**src/rtl/iob_cache_line_fill_if.sv**
```systemverilog
// Front-end request/response, AXI read-channel and data-memory write signals of
// the cache line-fill block, grouped so both sides bind to one bundle.
interface iob_cache_line_fill_if #(
  parameter int ADDR_W        = 32,
  parameter int DATA_W        = 32,
  parameter int BE_DATA_W     = 64,
  parameter int WORD_OFFSET_W = 3
);
  localparam int BE_NBYTES_W = $clog2(BE_DATA_W / 8);
  localparam int LINE2BE_W   = WORD_OFFSET_W - $clog2(BE_DATA_W / DATA_W);
  localparam int LINE_W      = DATA_W * (2 ** WORD_OFFSET_W);
  localparam int LA_W        = ADDR_W - BE_NBYTES_W - LINE2BE_W;

  // Handshakes: a request is taken on a clock edge where req_valid_i and
  // req_ready_o are both 1; rvalid_o, fill_err_o and line_we_o are single-cycle
  // strobes with no back-pressure; replace_valid_o is held until replace_i rises,
  // and read_valid_i beats are only taken while the read channel is busy.
  logic                 req_valid_i;
  logic [ADDR_W-1:0]    req_addr_i;
  logic                 req_ready_o;
  logic                 rvalid_o;
  logic [DATA_W-1:0]    rdata_o;
  logic                 fill_err_o;
  logic                 replace_valid_o;
  logic [LA_W-1:0]      replace_addr_o;
  logic                 replace_i;
  logic                 read_valid_i;
  logic [LINE2BE_W-1:0] read_addr_i;
  logic [BE_DATA_W-1:0] read_rdata_i;
  logic                 line_we_o;
  logic [LA_W-1:0]      line_addr_o;
  logic [LINE_W-1:0]    line_data_o;

  modport master (
    output req_valid_i, req_addr_i, replace_i, read_valid_i, read_addr_i, read_rdata_i,
    input  req_ready_o, rvalid_o, rdata_o, fill_err_o, replace_valid_o, replace_addr_o,
           line_we_o, line_addr_o, line_data_o
  );

  modport slave (
    input  req_valid_i, req_addr_i, replace_i, read_valid_i, read_addr_i, read_rdata_i,
    output req_ready_o, rvalid_o, rdata_o, fill_err_o, replace_valid_o, replace_addr_o,
           line_we_o, line_addr_o, line_data_o
  );
endinterface

```
**src/rtl/iob_cache_line_fill.sv**
```systemverilog
// Cache miss line fill: requests a line from the read channel, assembles the
// beats into a line buffer, writes the line to data memory, then returns the word.
module iob_cache_line_fill #(
  parameter int ADDR_W        = 32,
  parameter int DATA_W        = 32,
  parameter int BE_DATA_W     = 64,
  parameter int WORD_OFFSET_W = 3
) (
  input  logic                 clk_i,
  input  logic                 arst_n_i,
  iob_cache_line_fill_if.slave bus,
  output logic [2:0]           state_dbg_o
);
  localparam int NBYTES_W    = $clog2(DATA_W / 8);
  localparam int BE_NBYTES_W = $clog2(BE_DATA_W / 8);
  localparam int LINE2BE_W   = WORD_OFFSET_W - $clog2(BE_DATA_W / DATA_W);
  localparam int LINE_W      = DATA_W * (2 ** WORD_OFFSET_W);
  localparam int LA_W        = ADDR_W - BE_NBYTES_W - LINE2BE_W;
  localparam logic [LINE2BE_W:0] BEATS = {1'b1, {LINE2BE_W{1'b0}}};

  typedef enum logic [2:0] {
    S_IDLE  = 3'd0,
    S_REQ   = 3'd1,
    S_FILL  = 3'd2,
    S_WRITE = 3'd3,
    S_RESP  = 3'd4
  } state_t;

  state_t                 state_q, state_d;
  logic [LA_W-1:0]        la_q, la_d;
  logic [WORD_OFFSET_W-1:0] word_q, word_d;
  logic [LINE2BE_W:0]     cnt_q, cnt_d;
  logic [LINE_W-1:0]      buf_q, buf_d;
  logic                   replace_valid_q, replace_valid_d;
  logic                   line_we_q, line_we_d;
  logic                   rvalid_q, rvalid_d;
  logic                   fill_err_q, fill_err_d;
  logic [DATA_W-1:0]      rdata_q, rdata_d;

  always_comb begin
    state_d = state_q;
    la_d    = la_q;
    word_d  = word_q;
    cnt_d   = cnt_q;
    buf_d   = buf_q;
    unique case (state_q)
      S_IDLE: begin
        if (bus.req_valid_i) begin
          la_d    = bus.req_addr_i[ADDR_W-1 -: LA_W];
          word_d  = bus.req_addr_i[WORD_OFFSET_W+NBYTES_W-1:NBYTES_W];
          cnt_d   = '0;
          state_d = S_REQ;
        end
      end
      S_REQ: begin
        if (bus.replace_i) state_d = S_FILL;
      end
      S_FILL: begin
        // A beat 0 restarts the count so a retried burst is judged on its own.
        if (bus.read_valid_i) begin
          buf_d[BE_DATA_W*bus.read_addr_i +: BE_DATA_W] = bus.read_rdata_i;
          if (bus.read_addr_i == '0) cnt_d = {{LINE2BE_W{1'b0}}, 1'b1};
          else if (cnt_q != BEATS)   cnt_d = cnt_q + 1'b1;
        end
        if (!bus.replace_i) state_d = S_WRITE;
      end
      S_WRITE: state_d = S_RESP;
      S_RESP:  state_d = S_IDLE;
      default: state_d = S_IDLE;
    endcase
  end

  // Outputs are registered from the next state; buffer and count are stable in WRITE.
  always_comb begin
    replace_valid_d = (state_d == S_REQ);
    line_we_d       = (state_d == S_WRITE);
    rvalid_d        = (state_d == S_RESP);
    fill_err_d      = (state_d == S_RESP) && (cnt_q != BEATS);
    rdata_d         = (state_d == S_RESP) ? buf_q[DATA_W*word_q +: DATA_W] : '0;
  end

  always_ff @(posedge clk_i or negedge arst_n_i) begin
    if (!arst_n_i) begin
      state_q         <= S_IDLE;
      la_q            <= '0;
      word_q          <= '0;
      cnt_q           <= '0;
      buf_q           <= '0;
      replace_valid_q <= 1'b0;
      line_we_q       <= 1'b0;
      rvalid_q        <= 1'b0;
      fill_err_q      <= 1'b0;
      rdata_q         <= '0;
    end else begin
      state_q         <= state_d;
      la_q            <= la_d;
      word_q          <= word_d;
      cnt_q           <= cnt_d;
      buf_q           <= buf_d;
      replace_valid_q <= replace_valid_d;
      line_we_q       <= line_we_d;
      rvalid_q        <= rvalid_d;
      fill_err_q      <= fill_err_d;
      rdata_q         <= rdata_d;
    end
  end

  assign bus.req_ready_o     = (state_q == S_IDLE);
  assign bus.replace_valid_o = replace_valid_q;
  assign bus.replace_addr_o  = la_q;
  assign bus.line_we_o       = line_we_q;
  assign bus.line_addr_o     = la_q;
  assign bus.line_data_o     = buf_q;
  assign bus.rvalid_o        = rvalid_q;
  assign bus.rdata_o         = rdata_q;
  assign bus.fill_err_o      = fill_err_q;
  assign state_dbg_o         = state_q;
endmodule
```
**src/flat_wrapper.sv**
```systemverilog
// flat-port wrapper written by rule: the top's interface ports become plain ports
module iob_cache_line_fill_flat 
#(
  parameter int ADDR_W        = 32,
  parameter int DATA_W        = 32,
  parameter int BE_DATA_W     = 64,
  parameter int WORD_OFFSET_W = 3
)
  (clk_i, arst_n_i, state_dbg_o, bus_req_valid_i, bus_req_addr_i, bus_replace_i, bus_read_valid_i, bus_read_addr_i, bus_read_rdata_i, bus_req_ready_o, bus_rvalid_o, bus_rdata_o, bus_fill_err_o, bus_replace_valid_o, bus_replace_addr_o, bus_line_we_o, bus_line_addr_o, bus_line_data_o);
  iob_cache_line_fill_if #(.ADDR_W(ADDR_W), .DATA_W(DATA_W), .BE_DATA_W(BE_DATA_W), .WORD_OFFSET_W(WORD_OFFSET_W)) bus_i ();
  input  logic clk_i;
  input  logic arst_n_i;
  output logic [2:0] state_dbg_o;
  input wire logic [$bits(bus_i.req_valid_i)-1:0] bus_req_valid_i;
  input wire logic [$bits(bus_i.req_addr_i)-1:0] bus_req_addr_i;
  input wire logic [$bits(bus_i.replace_i)-1:0] bus_replace_i;
  input wire logic [$bits(bus_i.read_valid_i)-1:0] bus_read_valid_i;
  input wire logic [$bits(bus_i.read_addr_i)-1:0] bus_read_addr_i;
  input wire logic [$bits(bus_i.read_rdata_i)-1:0] bus_read_rdata_i;
  output wire logic [$bits(bus_i.req_ready_o)-1:0] bus_req_ready_o;
  output wire logic [$bits(bus_i.rvalid_o)-1:0] bus_rvalid_o;
  output wire logic [$bits(bus_i.rdata_o)-1:0] bus_rdata_o;
  output wire logic [$bits(bus_i.fill_err_o)-1:0] bus_fill_err_o;
  output wire logic [$bits(bus_i.replace_valid_o)-1:0] bus_replace_valid_o;
  output wire logic [$bits(bus_i.replace_addr_o)-1:0] bus_replace_addr_o;
  output wire logic [$bits(bus_i.line_we_o)-1:0] bus_line_we_o;
  output wire logic [$bits(bus_i.line_addr_o)-1:0] bus_line_addr_o;
  output wire logic [$bits(bus_i.line_data_o)-1:0] bus_line_data_o;
  assign bus_i.req_valid_i = bus_req_valid_i;
  assign bus_i.req_addr_i = bus_req_addr_i;
  assign bus_i.replace_i = bus_replace_i;
  assign bus_i.read_valid_i = bus_read_valid_i;
  assign bus_i.read_addr_i = bus_read_addr_i;
  assign bus_i.read_rdata_i = bus_read_rdata_i;
  assign bus_req_ready_o = bus_i.req_ready_o;
  assign bus_rvalid_o = bus_i.rvalid_o;
  assign bus_rdata_o = bus_i.rdata_o;
  assign bus_fill_err_o = bus_i.fill_err_o;
  assign bus_replace_valid_o = bus_i.replace_valid_o;
  assign bus_replace_addr_o = bus_i.replace_addr_o;
  assign bus_line_we_o = bus_i.line_we_o;
  assign bus_line_addr_o = bus_i.line_addr_o;
  assign bus_line_data_o = bus_i.line_data_o;
  iob_cache_line_fill #(.ADDR_W(ADDR_W), .DATA_W(DATA_W), .BE_DATA_W(BE_DATA_W), .WORD_OFFSET_W(WORD_OFFSET_W)) u_core (.clk_i(clk_i), .arst_n_i(arst_n_i), .bus(bus_i), .state_dbg_o(state_dbg_o));
endmodule
```
**config.mk**
```make
export PLATFORM = sky130hd
export DESIGN_NAME = iob_cache_line_fill_flat
export DESIGN_NICKNAME = d
export VERILOG_FILES = /design/src/rtl/iob_cache_line_fill_if.sv /design/src/rtl/iob_cache_line_fill.sv /design/src/flat_wrapper.sv
export SDC_FILE = /design/constraint.sdc
export NUM_CORES = 1
export LEC_CHECK = 0
export ABC_AREA = 1
export CAP_MARGIN = 20
export CELL_PAD_IN_SITES_DETAIL_PLACEMENT = 0
export CELL_PAD_IN_SITES_GLOBAL_PLACEMENT = 1
export CORE_MARGIN = 3
export CORE_UTILIZATION = 32
export CTS_CLUSTER_SIZE = 24
export DETAILED_ROUTE_END_ITERATION = 8
export GPL_TIMING_DRIVEN = 0
export PLACE_DENSITY_LB_ADDON = 0.05
export SLEW_MARGIN = 20
export SYNTH_ARGS = -nofsm -noshare
export SYNTH_HDL_FRONTEND = slang
export SYNTH_SLANG_ARGS = --single-unit
export TNS_END_PERCENT = 1
```
**constraint.sdc**
```tcl
create_clock -name clk_i -period 1.6 [get_ports clk_i]
set_input_delay 0.32 -clock clk_i [delete_from_list [all_inputs] [get_ports clk_i]]
set_output_delay 0.32 -clock clk_i [all_outputs]
set_load 0.05 [all_outputs]
```
==> Flow_metrics.wiki <==
{| class="wikitable"
! Metric !! Value
|-
| Overall track demand over capacity in global routing || 31.79%
|-
| Distinct cell type count of the synthesized netlist || 25
|-
| Layout cell share with drive strength beyond 1 || 26.15%
|-
| Crit Reg-Reg Startpoint || u_core.state_dbg_o[2]
|-
| Number of core rows || 80
|-
| Category of the worst setup path capture point || flip-flop
|-
| Number of top-level pins || 453
|-
| Total DRC errors in the routed layout || 0
|-
| Remaining global-route overflow || 0
|-
| Number of DRC violations after detailed-routing iteration 0 || 1717
|-
| Fill cells || 5002
|-
| Number of nets in the finished design || 2613
|-
| Violations in the final reports || setup timing
|-
| Worst slew margin relative to its limit || 37.27%
|-
| Inserted Clock Buffers || 41
|-
| Outcome || finished, violations left
|-
| Register cell area after layout || 8222 sq um
|-
| Adder-cell area share of the yosys netlist || 0.5536%
|-
| Hold endpoint || u_core.bus.line_addr_o[7]
|-
| Global-route wire length before repair || 121200 um
|-
| Maximum number of pins on one net before global-route repair || 88
|-
| Weighted congestion reported at the end of routability-driven placement || 0.8772
|-
| Post-synthesis compound-gate area fraction || 11.39%
|-
| Max VDD drop || 2.299 mV
|-
| Share of the yosys chip area belonging to registers || 51.88%
|-
| Worst hold slack || 211.4 ps
|-
| Count of antenna-violating nets left after detailed routing || 0
|-
| Syn Std Cell Area || 15820 sq um
|-
| Hold Path Stages || 3
|-
| Area enclosed by the die boundary || 52140 sq um
|-
| Max-cap violations || 0
|-
| Area delta synth->final || 41.31%
|-
| Reg-to-reg critical path endpoint || u_core.bus.line_data_o[16]
|-
| Worst r2r path cells || 5
|-
| Total via count after detailed routing || 17.21k
|-
| Critical path fanouts, max || 10
|-
| Critical hold path startpoint || bus_req_valid_i
|-
| Via count of the first global-routing pass || 16.75k
|-
| Slew @ Worst Pin || 940.9 ps
|-
| Path type of the worst setup path || reg -> reg
|-
| Post-Synthesis Mean Instance Area || 7.958 sq um
|-
| Worst setup slack for register-to-register paths || -280 ps
|-
| Syn nets || 2098
|-
| Endpoint required time on the critical path || 2040 ps
|-
| Die Span X || 228.3 um
|-
| Setup TNS Final || -28860 ps
|-
| 1st-pass router iterations || 5
|-
| Insertion delay to the later sink of the worst-skew pair || 580 ps
|-
| Mux share of post-synthesis cell area || 0%
|-
| WL per Instance || 26.76 um
|-
| Effective utilization at floorplan || 32.79%
|-
| Port Buffer Count || 449
|-
| Hold violation total from the final report || 0
|-
| Data arrival time of the critical path || 2320 ps
|-
| Setup slack after layout || -276.6 ps
|-
| # H-tree levels || 2
|-
| Final routed wirelength across all metal layers || 85470 um
|-
| DP Cell Count || 3097
|-
| CTS Sinks || 328
|-
| Final critical-path share of the clock period || 117.3%
|-
| Clock tree buffer depth || 3
|-
| Via density || 5.389
|-
| Simple-Gate Fraction of Synth Area || 29.30%
|-
| Reg clk slew, reported paths || 60 ps
|-
| Crit path time final || 1877 ps
|-
| Height of the die || 228.3 um
|-
| Buffer type at the clock tree root || sky130_fd_sc_hd__clkbuf_16
|-
| Initial antenna violation count || 6
|-
| Xor/xnor share of the synthesized area || 0%
|-
| Worst min path class || in -> reg
|-
| Power density cells || 2173 nW/um^2
|-
| Total of warnings raised by yosys || 0
|-
| Number of max-slew violations in the final report || 0
|-
| Total area of multi-input combinational cells || 6680 sq um
|-
| Main combinational cell family by area after synthesis || simple AND/OR/NAND/NOR gates
|-
| Number of setup violations in the final report || 243
|-
| Worst setup SP type || flip-flop
|-
| #FFs+latches synth || 328
|-
| Clock tree from TritonCTS || done
|-
| Max Clock Skew || 21.42 ps
|-
| Unrepaired setup endpoints after global routing || true
|-
| Leakage power || 11.15 nW
|-
| Cell count after synthesis || 1988
|-
| Post-Layout Cell Count || 3194
|-
| Timing-limited maximum frequency || 0.5329 GHz
|-
| Hpwl dp || 60300 um
|-
| Core area || 48250 sq um
|}
==> power breakdown <==
part	total, mW	internal [mW]	switching, mW
clock network	9.44	5.56	3.88
registers	13.0	10.6	2.38
logic	26.1	7.30	18.8
total	48.6	23.5	25.1
==> critical path, cell delays in order, from the launching register on <==
cell and delay (ps):
sky130_fd_sc_hd__dfrtp_2 450, sky130_fd_sc_hd__nor2_4 150, sky130_fd_sc_hd__nand3_4 210, sky130_fd_sc_hd__clkbuf_1 480, sky130_fd_sc_hd__o21ai_0 340, sky130_fd_sc_hd__nand2_1 90
==> metal layers <==
layer,up-vias,part of all wire (%),track usage (%)
li1,7554,-,-
met1,8566,42,43.08
met2,930,45,49.75
met3,158,9.0,7.864
met4,4,3.5,10.89
met5,-,0.025,0
==> cell usage in the layout (no fill, tap or decap), types with 3 or more instances in the layout <==
cell type and count:
sky130_fd_sc_hd__a21oi_1 6, sky130_fd_sc_hd__buf_1 4, sky130_fd_sc_hd__buf_12 11, sky130_fd_sc_hd__buf_16 5, sky130_fd_sc_hd__buf_2 103, sky130_fd_sc_hd__buf_4 151, sky130_fd_sc_hd__buf_6 55, sky130_fd_sc_hd__buf_8 10
sky130_fd_sc_hd__clkbuf_1 29, sky130_fd_sc_hd__clkbuf_16 45, sky130_fd_sc_hd__clkbuf_2 109, sky130_fd_sc_hd__clkbuf_4 90, sky130_fd_sc_hd__clkbuf_8 14, sky130_fd_sc_hd__clkdlybuf4s50_1 96, sky130_fd_sc_hd__clkinv_2 5, sky130_fd_sc_hd__dfrtp_1 317
sky130_fd_sc_hd__dfrtp_2 11, sky130_fd_sc_hd__diode_2 3, sky130_fd_sc_hd__ha_1 5, sky130_fd_sc_hd__inv_1 20, sky130_fd_sc_hd__inv_2 5, sky130_fd_sc_hd__nand2_1 732, sky130_fd_sc_hd__nand2_2 6, sky130_fd_sc_hd__nand3_1 322
sky130_fd_sc_hd__nor2_1 37, sky130_fd_sc_hd__nor2_4 7, sky130_fd_sc_hd__o21a_1 62, sky130_fd_sc_hd__o21ai_0 138, sky130_fd_sc_hd__o21ai_1 99, sky130_fd_sc_hd__o21ai_2 21
==> synth_stat cells, drive strengths merged <==
| library cell | n | area (sq um) |
|---|---|---|
| buf | 132 | 778.3 |
| nand2 | 739 | 2774 |
| dfrtp | 328 | 8208 |
| o21ai | 258 | 1291 |
| nor2 | 44 | 195.2 |
| a21oi | 6 | 30.03 |
| or2 | 1 | 6.260 |
| o21a | 62 | 465.5 |
| nand3 | 323 | 1629 |
| ha | 7 | 87.58 |
| nor3 | 4 | 31.28 |
| inv | 27 | 101.3 |
| o31ai | 1 | 7.510 |
| clkbuf | 55 | 207.7 |
| o211ai | 1 | 7.510 |
==> cell type report <==
class / count / area share (%)
repair buffers: 473 / 16.47
well taps: 656 / 3.672
diodes: 3 / 0.03358
multi-input cells: 1446 / 29.88
flip-flops and latches: 328 / 36.78
clock inverters: 8 / 0.3246
plain buffers: 186 / 6.700
clock buffers: 67 / 5.664
inverters: 27 / 0.4757
==> worst max-delay path by stage <==
stage                                from                     endpoint  slack [ps]  depth (start not counted)
global route        u_core.state_dbg_o[2]   u_core.bus.line_data_o[18]        -300                          5
floorplan           u_core.state_dbg_o[1]              bus_req_ready_o         -50                          3
global placement                 arst_n_i        u_core.state_dbg_o[2]      -16550                          1
CTS                 u_core.state_dbg_o[2]              bus_req_ready_o        -290                          3
detailed placement     bus_read_addr_i[0]  u_core.bus.line_data_o[192]       -1850                          9
finish              u_core.state_dbg_o[2]   u_core.bus.line_data_o[16]        -280                          5
==> registers in the layout (all words and copies together), names as in the netlist <==
register,cells
u_core.bus.fill_err_o,1
u_core.bus.line_addr_o,27
u_core.bus.line_data_o,256
u_core.bus.line_we_o,1
u_core.bus.rdata_o,32
u_core.bus.replace_valid_o,1
u_core.bus.rvalid_o,1
u_core.cnt_q,3
u_core.state_dbg_o,3
u_core.word_q,3
==> kinds of logic after synthesis <==
group,Yosys count
AOI/OAI and AO/OA,328
adders and majority gates,7
buffers and inverters,214
DFF,328
and+or+nand+nor,1111
==> per-stage QoR <==
step / power [mW] / util [%] / setup slack [ps] / area [sq um]
2_1_floorplan: 28.76 / - / -45.71 / 15870
3_3_place_gp: 39.43 / 43.90 / -16550 / 21180
3_5_place_dp: 39.55 / 44.14 / -1848 / 21300
4_1_cts: 47.93 / 46.43 / -286.4 / 22400
5_1_grt: 50.65 / 46.33 / -303.0 / 22350
6_report: 48.58 / 46.34 / -276.6 / 22360
==> repair_timing <==
item,CTS,global route
setup buffers,8,7
hold endpoints to repair,44,0
pin swaps,2,4
gates cloned,1,3
hold buffers,1,0
endpoints found under the setup margin,644,559
resized for setup,1127,833
Note: power is estimated with default switching activity, not from simulation.
